### config.mk
export PLATFORM = sky130hd
export DESIGN_NAME = hba_fifo_slave_flat
export DESIGN_NICKNAME = d
export VERILOG_FILES = /design/src/rtl/hba_fifo_slave_if.sv /design/src/rtl/hba_fifo_slave.sv /design/src/flat_wrapper.sv
export SDC_FILE = /design/constraint.sdc
export NUM_CORES = 1
export LEC_CHECK = 0
export BUFFER_PORTS_ARGS = -buffer_cell sky130_fd_sc_hd__buf_2
export CELL_PAD_IN_SITES_DETAIL_PLACEMENT = 0
export CELL_PAD_IN_SITES_GLOBAL_PLACEMENT = 1
export CORE_ASPECT_RATIO = 0.9
export CORE_MARGIN = 4
export CORE_UTILIZATION = 55
export DETAILED_ROUTE_END_ITERATION = 8
export PLACE_DENSITY = 0.86
export SYNTH_ARGS = -nofsm -noshare
export SYNTH_HDL_FRONTEND = slang
export SYNTH_SLANG_ARGS = --single-unit
### constraint.sdc
create_clock -name hba_clk -period 4.9 [get_ports hba_clk]
set_input_delay 0.98 -clock hba_clk [delete_from_list [all_inputs] [get_ports hba_clk]]
set_output_delay 0.98 -clock hba_clk [all_outputs]
set_load 0.02 [all_outputs]
### src/rtl/hba_fifo_slave_if.sv
// HBA bus bundle between the master/OR stage and one slave peripheral.
// Handshake: the master raises hba_select with address, rnw and write data and
// holds them stable until it has seen hba_xferack_slave for one cycle; the
// slave acknowledges exactly once per select assertion and keeps
// hba_dbus_slave at zero in every cycle that is not an acknowledged read.
interface hba_fifo_slave_if #(
  parameter int ADDR_WIDTH = 12,
  parameter int DBUS_WIDTH = 8
) ();
  logic                  hba_select;
  logic                  hba_rnw;
  logic [ADDR_WIDTH-1:0] hba_abus;
  logic [DBUS_WIDTH-1:0] hba_dbus;
  logic                  hba_xferack_slave;
  logic [DBUS_WIDTH-1:0] hba_dbus_slave;
  logic                  hba_interrupt_slave;

  modport master (
    output hba_select,
    output hba_rnw,
    output hba_abus,
    output hba_dbus,
    input  hba_xferack_slave,
    input  hba_dbus_slave,
    input  hba_interrupt_slave
  );

  modport slave (
    input  hba_select,
    input  hba_rnw,
    input  hba_abus,
    input  hba_dbus,
    output hba_xferack_slave,
    output hba_dbus_slave,
    output hba_interrupt_slave
  );
endinterface

### src/rtl/hba_fifo_slave.sv
// HBA slave that buffers peripheral-side bytes in a small FIFO and exposes
// DATA / STATUS / CONTROL / THRESH registers to the HBA master, with a level
// interrupt when the fill level reaches a programmable threshold.
module hba_fifo_slave #(
  parameter int DBUS_WIDTH      = 8,
  parameter int ADDR_WIDTH      = 12,
  parameter int REG_ADDR_WIDTH  = 8,
  parameter int PERIPH_ADDR     = 0,
  parameter int FIFO_DEPTH_LOG2 = 4
) (
  input  logic                  hba_clk,
  input  logic                  hba_reset_n,
  hba_fifo_slave_if.slave       hba,
  input  logic [DBUS_WIDTH-1:0] in_data,
  input  logic                  in_strobe,
  output logic [1:0]            state_dbg
);

  localparam int DEPTH = 1 << FIFO_DEPTH_LOG2;
  localparam int CW    = FIFO_DEPTH_LOG2 + 1;
  localparam int PW    = ADDR_WIDTH - REG_ADDR_WIDTH;

  localparam logic [PW-1:0]             PERIPH_SEL = PW'(PERIPH_ADDR);
  localparam logic [REG_ADDR_WIDTH-1:0] IDX_DATA   = REG_ADDR_WIDTH'(0);
  localparam logic [REG_ADDR_WIDTH-1:0] IDX_STATUS = REG_ADDR_WIDTH'(1);
  localparam logic [REG_ADDR_WIDTH-1:0] IDX_CTRL   = REG_ADDR_WIDTH'(2);
  localparam logic [REG_ADDR_WIDTH-1:0] IDX_THRESH = REG_ADDR_WIDTH'(3);

  typedef enum logic [1:0] {
    ST_IDLE = 2'd0,
    ST_ACK  = 2'd1,
    ST_WAIT = 2'd2
  } state_t;

  state_t state_q, state_d;

  logic [DBUS_WIDTH-1:0]      mem [DEPTH];
  logic [FIFO_DEPTH_LOG2-1:0] wr_ptr_q, rd_ptr_q;
  logic [CW-1:0]              count_q;
  logic                       ovf_q;
  logic                       en_q;
  logic [4:0]                 thresh_q;
  logic [DBUS_WIDTH-1:0]      rdata_q;

  logic                      addressed;
  logic                      take;
  logic                      xferack;
  logic                      full;
  logic                      empty;
  logic                      do_push;
  logic                      do_pop;
  logic                      do_clear;
  logic                      wr_ctrl;
  logic                      wr_thresh;
  logic [REG_ADDR_WIDTH-1:0] reg_idx;
  logic [4:0]                count_5;
  logic [DBUS_WIDTH-1:0]     rd_mux;
  logic                      unused_wdata_bits;

  assign reg_idx   = hba.hba_abus[REG_ADDR_WIDTH-1:0];
  assign addressed = hba.hba_select &&
                     (hba.hba_abus[ADDR_WIDTH-1:REG_ADDR_WIDTH] == PERIPH_SEL);
  assign full      = (count_q == CW'(DEPTH));
  assign empty     = (count_q == '0);
  assign count_5   = 5'(count_q);

  // Only the low five write-data bits ever land in a register.
  assign unused_wdata_bits = ^hba.hba_dbus[DBUS_WIDTH-1:5];

  // Bus side effects happen on the edge that moves IDLE -> ACK.
  assign do_pop    = take && hba.hba_rnw && (reg_idx == IDX_DATA) && !empty;
  assign wr_ctrl   = take && !hba.hba_rnw && (reg_idx == IDX_CTRL);
  assign wr_thresh = take && !hba.hba_rnw && (reg_idx == IDX_THRESH);
  assign do_clear  = wr_ctrl && hba.hba_dbus[1];
  // Fullness is judged before any same-cycle pop; a clear swallows the byte.
  assign do_push   = in_strobe && !full && !do_clear;

  // Handshake state register.
  always_ff @(posedge hba_clk or negedge hba_reset_n) begin
    if (!hba_reset_n) state_q <= ST_IDLE;
    else              state_q <= state_d;
  end

  // Next state, one-cycle ack, and the "take this transaction" strobe.
  always_comb begin
    state_d = state_q;
    take    = 1'b0;
    xferack = 1'b0;
    case (state_q)
      ST_IDLE: begin
        if (addressed) begin
          take    = 1'b1;
          state_d = ST_ACK;
        end
      end
      ST_ACK: begin
        xferack = 1'b1;
        state_d = ST_WAIT;
      end
      ST_WAIT: begin
        // Stay here until the master drops select so one request gets one ack.
        if (!hba.hba_select) state_d = ST_IDLE;
      end
      default: state_d = ST_IDLE;
    endcase
  end

  // Read data mux from state as it stands before the acknowledging edge.
  always_comb begin
    rd_mux = '0;
    case (reg_idx)
      IDX_DATA:   rd_mux = empty ? '0 : mem[rd_ptr_q];
      IDX_STATUS: rd_mux = {ovf_q, full, empty, count_5};
      IDX_CTRL:   rd_mux = {7'b0, en_q};
      IDX_THRESH: rd_mux = {3'b0, thresh_q};
      default:    rd_mux = '0;
    endcase
  end

  // Read data is latched at the take edge and is zero in every other cycle.
  always_ff @(posedge hba_clk or negedge hba_reset_n) begin
    if (!hba_reset_n)          rdata_q <= '0;
    else if (take && hba.hba_rnw) rdata_q <= rd_mux;
    else                       rdata_q <= '0;
  end

  // FIFO pointers, fill count and sticky overflow.
  always_ff @(posedge hba_clk or negedge hba_reset_n) begin
    if (!hba_reset_n) begin
      wr_ptr_q <= '0;
      rd_ptr_q <= '0;
      count_q  <= '0;
      ovf_q    <= 1'b0;
    end else if (do_clear) begin
      wr_ptr_q <= '0;
      rd_ptr_q <= '0;
      count_q  <= '0;
      ovf_q    <= 1'b0;
    end else begin
      if (do_push) wr_ptr_q <= wr_ptr_q + FIFO_DEPTH_LOG2'(1);
      if (do_pop)  rd_ptr_q <= rd_ptr_q + FIFO_DEPTH_LOG2'(1);
      case ({do_push, do_pop})
        2'b10:   count_q <= count_q + CW'(1);
        2'b01:   count_q <= count_q - CW'(1);
        default: count_q <= count_q;
      endcase
      if (in_strobe && full) ovf_q <= 1'b1;
    end
  end

  // Interrupt enable and threshold registers.
  always_ff @(posedge hba_clk or negedge hba_reset_n) begin
    if (!hba_reset_n) begin
      en_q     <= 1'b0;
      thresh_q <= '0;
    end else begin
      if (wr_ctrl)   en_q     <= hba.hba_dbus[0];
      if (wr_thresh) thresh_q <= hba.hba_dbus[4:0];
    end
  end

  // Storage array; contents need no reset.
  always_ff @(posedge hba_clk) begin
    if (do_push) mem[wr_ptr_q] <= in_data;
  end

  assign hba.hba_xferack_slave   = xferack;
  assign hba.hba_dbus_slave      = rdata_q;
  assign hba.hba_interrupt_slave = en_q && !empty && (count_5 >= thresh_q);
  assign state_dbg               = state_q;

endmodule
### src/flat_wrapper.sv
// flat-port wrapper written by rule: the top's interface ports become plain ports
module hba_fifo_slave_flat 
#(
  parameter int DBUS_WIDTH      = 8,
  parameter int ADDR_WIDTH      = 12,
  parameter int REG_ADDR_WIDTH  = 8,
  parameter int PERIPH_ADDR     = 0,
  parameter int FIFO_DEPTH_LOG2 = 4
)
  (hba_clk, hba_reset_n, in_data, in_strobe, state_dbg, hba_hba_select, hba_hba_rnw, hba_hba_abus, hba_hba_dbus, hba_hba_xferack_slave, hba_hba_dbus_slave, hba_hba_interrupt_slave);
  hba_fifo_slave_if #(.ADDR_WIDTH(ADDR_WIDTH), .DBUS_WIDTH(DBUS_WIDTH)) hba_i ();
  input  logic hba_clk;
  input  logic hba_reset_n;
  input  logic [DBUS_WIDTH-1:0] in_data;
  input  logic in_strobe;
  output logic [1:0] state_dbg;
  input wire logic [$bits(hba_i.hba_select)-1:0] hba_hba_select;
  input wire logic [$bits(hba_i.hba_rnw)-1:0] hba_hba_rnw;
  input wire logic [$bits(hba_i.hba_abus)-1:0] hba_hba_abus;
  input wire logic [$bits(hba_i.hba_dbus)-1:0] hba_hba_dbus;
  output wire logic [$bits(hba_i.hba_xferack_slave)-1:0] hba_hba_xferack_slave;
  output wire logic [$bits(hba_i.hba_dbus_slave)-1:0] hba_hba_dbus_slave;
  output wire logic [$bits(hba_i.hba_interrupt_slave)-1:0] hba_hba_interrupt_slave;
  assign hba_i.hba_select = hba_hba_select;
  assign hba_i.hba_rnw = hba_hba_rnw;
  assign hba_i.hba_abus = hba_hba_abus;
  assign hba_i.hba_dbus = hba_hba_dbus;
  assign hba_hba_xferack_slave = hba_i.hba_xferack_slave;
  assign hba_hba_dbus_slave = hba_i.hba_dbus_slave;
  assign hba_hba_interrupt_slave = hba_i.hba_interrupt_slave;
  hba_fifo_slave #(.DBUS_WIDTH(DBUS_WIDTH), .ADDR_WIDTH(ADDR_WIDTH), .REG_ADDR_WIDTH(REG_ADDR_WIDTH), .PERIPH_ADDR(PERIPH_ADDR), .FIFO_DEPTH_LOG2(FIFO_DEPTH_LOG2)) u_core (.hba_clk(hba_clk), .hba_reset_n(hba_reset_n), .hba(hba_i), .in_data(in_data), .in_strobe(in_strobe), .state_dbg(state_dbg));
endmodule
After elaboration in Yosys (flattened, before gate mapping). Memory sizes are Yosys's and may differ from the RTL's. Cells that the tools add are included.

Register bits: 30. RAM bits: 128. Input bits: 33. Output and inout bits: 12. Word-level logic and storage cells: 69. Memories kept: 1.

$add $sub $neg: 4. Magnitude comparators: 1. Equal/unequal tests: 10. Mux-type cells: 19. Reductions and logical operators: 26.

Memories: u_core.mem (depth 16, bits a word 8, read ports 1, clocked after Yosys merged registers in 0, wr ports 1, RTL line hba_fifo_slave.sv:37) `logic [DBUS_WIDTH-1:0] mem [DEPTH];`.

Operators by type and width (number): one-hot mux 8 bit (4 select lines) (1); equality test 8 x 2 -> 1 bit (second input constant) (2); two-way mux 4 bit (4); two-way mux 8 bit (2); logical AND 1 bit (13); one-hot mux 5 bit (2 select lines) (1); adder 4 x 1 -> 4 bit (second input constant) (2); equality test 8 x 1 -> 1 bit (second input constant) (1); logical NOT 8 bit (1); two-way mux 1 bit (7); one-hot mux 2 bit (3 select lines) (1); nonzero test 2 bit (3); adder 5 x 1 -> 5 bit (second input constant) (1); equality test 5 bit (second input constant) (1); >= comparator 5 bit (1); logical NOT 5 bit (1); two-way mux 5 bit (1); subtractor 5 x 1 -> 5 bit (second input constant) (1); equality test 2 x 1 -> 1 bit (second input constant) (2); equality test 2 bit (second input constant) (2); logical NOT 1 bit (4); logical NOT 4 bit (1); two-way mux 2 bit (2); nonzero test 3 bit (1); 4 further kinds (4).

Depth between registers and ports, before layout.
Depth after elaboration: 12. Depth in mapped cells: 16. Depth with buffers taken out: 13.

Worst setup path after synthesis. OpenSTA, ideal clock, no wires.

Path kind: in2reg. Start: input hba_hba_abus[5]. End: register u_core.count_q[4], in the netlist u_core.count_5[4]. Library setup time: 78 ps. Data arrival time: 3684 ps. Required time: 4822 ps. Slack: 1139 ps. Cell stages on the path: 15. Path buffers: 2. Cell sequence: nor4_2 > nand4_1 > nor4_4 > nor2_2 > buf_2 > inv_1 > ha_1 > clkbuf_1 > xor2_1 > ha_1 > nand2b_1 > a21boi_0 > o21a_1 > or4_1 > a21oi_1.

Cells in the longest elaborated chain, start to end: 8. Elaborated cells on any way between the ends: 13. Classes of those cells: 3 x eq/ne; 2 x mux; 8 x reduce/logical.

Ends and longest elaborated chain: start: declaration (RTL line flat_wrapper.sv:19) `input wire logic [$bits(hba_i.hba_abus)-1:0] hba_hba_abus;`; equality test 8 x 2 -> 1 bit (RTL line hba_fifo_slave.sv:72) `assign wr_ctrl = take && !hba.hba_rnw && (reg_idx == IDX_CTRL);`; logical AND 1 bit (RTL line hba_fifo_slave.sv:72); logical AND 1 bit (RTL line hba_fifo_slave.sv:74) `assign do_clear = wr_ctrl && hba.hba_dbus[1];`; logical NOT 1 bit (RTL line hba_fifo_slave.sv:76) `assign do_push = in_strobe && !full && !do_clear;`; logical AND 1 bit (RTL line hba_fifo_slave.sv:76); equality test 2 x 1 -> 1 bit / equality test 2 bit (equally long branches) (RTL line hba_fifo_slave.sv:142) `case ({do_push, do_pop})`; one-hot mux 5 bit (2 select lines) (RTL line hba_fifo_slave.sv:142); two-way mux 5 bit (RTL line hba_fifo_slave.sv:134) `end else if (do_clear) begin`; end signal: assignment (RTL line hba_fifo_slave.sv:143) `2'b10: count_q <= count_q + CW'(1);`; end signal: assignment (RTL line hba_fifo_slave.sv:144) `2'b01: count_q <= count_q - CW'(1);`; end signal: assignment (RTL line hba_fifo_slave.sv:145) `default: count_q <= count_q;`; end: declaration (RTL line hba_fifo_slave.sv:39) `logic [CW-1:0] count_q;`.

Several ways; a longest one is shown, not always the timed one. A chain may end at the register's enable or synchronous reset.

Worst setup path in the final report. Same ends and word-level chain as after synthesis.

==> run summary <==
Cells after Synth: 404
clock group share of total power: 37.3%
Routed Wire Length: 13400 um
Core Area: 12100 um^2
Root Buffer: clkbuf_16
critical path endpoint category: flop
die width: 125 um
post-synthesis cell area: 6810 um^2
# diodes: 0
synthesized flop and latch total: 158
# DRC: 0
Hold-fix buffers, CTS: 0
outcome: finished, final reports clean
Int Pwr: 0.00250 W
relative slew slack: 29.3%
Max-cap violations: 0
number of global-route vias before repair: 3737
initial antenna violation count: 0
final hold vios: 0
Flop pwr share: 50.8%
total CTS buffers: 17
layout cell share with drive strength beyond 1: 25.2%
CP Max Fanout: 17
worst slew pin tran: 1.06 ns
buffers added on ports: 41
ys flop type: edfxtp_1
detailed-route via count: 3648
pwr/cell area: 435 nW/um^2
first-pass GRT wire length: 21100 um
Final Max Slew Viols: 0
sequential share of the synthesized area: 67.5%
Critical Path RT: 5.25 ns
Clock Sinks: 158
Synth area leader: edfxtp_1
die area: 14200 um^2
fin crit share: 73.3%
vias per cell: 5.88
grt total ovfl: 0
placement row count: 38
area delta synth->final: 12.8%
DR iter-0 viols: 343
post-CTS sizing: 0
Distinct cells, synth: 48
largest family of logic cells by synthesized area: multiplexers
Sw Pwr: 0.000840 W
Max Clock Skew: 0.00854 ns
setup violators final: 0
total iterations of the first detailed-routing run: 5
synthesized area per cell: 16.9 um^2
RSZ-0062 raised after global routing: false
Worst-path clk slew: 0.06 ns
Synth top area share: 56.5%
Setup CP Type: input port to flop
Worst EP arrival: 3.94 ns
Routed Antenna Nets: 0
FFs w/ async S/R, synth: 19.0%
largest cells by area after synthesis: edfxtp_1 (56%), dfrtp_1 (11%), mux4_2 (9.3%)
placer congestion estimate: 0.822
# IOs: 45
post-synthesis mux area share: 15.0%
H-tree levels: 4
Leak: 2.81 nW
yosys warns: 0
largest net degree at the start of global routing: 31
worst skew pair latency: 0.42 ns
die extent in y: 114 um
CTS max path bufs: 2
EDFF count, synth: 128
sw frac: 25.2%
minimum clock period after layout: 3.59 ns
final setup margin: 1.31 ns
VDD IR-drop max: 339 uV
HP Class: flop to flop
Synth Area in XOR/XNOR: 0.901%
CTS tree: done
Post-DP HPWL: 8570 um
f_max: 279 MHz
TNS Setup: 0 ns
pre-CTS WS: 0.937 ns
Final #Nets: 494
Post-Syn Nets: 451
Combinational Power Share: 11.9%
Tot GR Track Use: 20.2%
WL/cell: 21.6 um
fraction of the mapped netlist area in adder cells: 2.57%
Synth Area in Compound Gates: 3.86%
Startpoint Class: input port
Starting Density: 56.4%
Post-CTS Repair Setup Buffers: 0
simple-gate share of the synthesized area: 7.76%
[critical path: stages]
cell and delay [ns]:
buf_2 0.10, nor4_2 0.30, nand4_1 0.30, nor4_4 0.30
nor2_2 0.18, inv_1 0.11, ha_1 0.34, xor2_1 0.11
ha_1 0.25, nand2b_1 0.08, a21boi_0 0.07, o21a_1 0.19
or4_1 0.46, a21oi_1 0.15
[cell families (layout without fill, tap and decap cells)]
| group | Yosys count | count (layout) |
|---|---|---|
| simple gates | 91 | 91 |
| fa+ha+maj | 14 | 14 |
| buf+inv | 33 | 89 |
| flops | 158 | 158 |
| compound gates | 42 | 42 |
| mux | 59 | 59 |
| xor+xnor | 7 | 7 |
[synthesized netlist by cell type (10+ instances only)]
library cell,instances
edfxtp_1,128
dfrtp_1,30
mux4_2,28
nor2_1,24
and3_1,17
a21oi_1,15
mux2i_1,15
ha_1,14
inv_1,12
mux2_2,12
nand2_1,10
[final cells by class]
type / instances / area, um^2
clock inverter: 12 / 119
sequential: 158 / 4600
tap: 160 / 200
inverter: 12 / 45.0
timing repair buffer: 45 / 235
multi-input combinational: 213 / 2050
fill: 886 / 4400
clock buffer: 20 / 437
[sequential cells by signal (all words and copies together), names as in the netlist]
register and count:
u_core.mem 128, u_core.hba.hba_dbus_slave 8, u_core.count_5 5, u_core.thresh_q 5, u_core.rd_ptr_q 4, u_core.wr_ptr_q 4, u_core.state_dbg 2, u_core.en_q 1
u_core.ovf_q 1
[layer usage]
layer / part of all wire, % / track usage (%) / wire, um
met2: 49 / 30.8 / 6620
met5: 0 / 0 / 0
met3: 4.9 / 5.34 / 660
met4: 1.1 / 7.44 / 150
met1: 45 / 28.5 / 5980
[cells in the final DEF (no fill, tap or decap), types with 3 or more instances in the layout]
master,count
clkbuf_1,3
o22ai_1,5
edfxtp_1,128
nor3_1,4
or3_1,3
nor2_1,24
mux2_2,12
and3_1,17
o21ai_0,6
nand2_1,10
dfrtp_1,29
nand4_1,3
nor2b_1,7
buf_2,41
a21oi_1,15
inv_1,12
nand2b_1,4
mux2i_1,15
mux4_1,4
mux4_2,28
clkbuf_16,17
xor2_1,5
clkinv_1,5
ha_1,14
and2_1,3
clkinvlp_4,3
buf_4,4
nand3_1,5
[stage by stage]
stage / std cells / cell area [um^2] / hold WS, ns / power (W) / utilization [%]
floorplan: 404 / 6810 / 0.463 / 0.00197 / -
global placement: 588 / 7120 / 0.477 / 0.00209 / 59.0
detailed placement: 588 / 7120 / 0.493 / 0.00211 / 59.0
CTS: 620 / 7680 / 0.506 / 0.00336 / 63.6
global route: 620 / 7680 / 0.541 / 0.00349 / 63.6
finish: 620 / 7680 / 0.503 / 0.00334 / 63.6
[power by group through the flow]
stage | registers, W | clock network, W | logic, W
2_1_floorplan | 0.00167 | 0 | 0.000294
3_3_place_gp | 0.00171 | 0 | 0.000384
3_5_place_dp | 0.00172 | 0 | 0.000395
4_1_cts | 0.00170 | 0.00126 | 0.000398
5_1_grt | 0.00171 | 0.00133 | 0.000448
6_report | 0.00170 | 0.00125 | 0.000396
[path summary, 6_finish.rpt]
path / start / end / slack (ns) / cells past startpoint
worst min-delay path: u_core.ovf_q / u_core.ovf_q / 0.50 / 2
min in group asynchronous: hba_reset_n / u_core.thresh_q[0] / 0.61 / 1
worst max-delay path: hba_hba_abus[5] / u_core.count_5[4] / 1.31 / 14
worst max register to register: u_core.count_5[1] / u_core.count_5[4] / 1.48 / 13
max in group asynchronous: hba_reset_n / u_core.rd_ptr_q[0] / 3.80 / 1
worst min register to register: u_core.ovf_q / u_core.ovf_q / 0.50 / 2
Power figures use the tool's default switching activity.
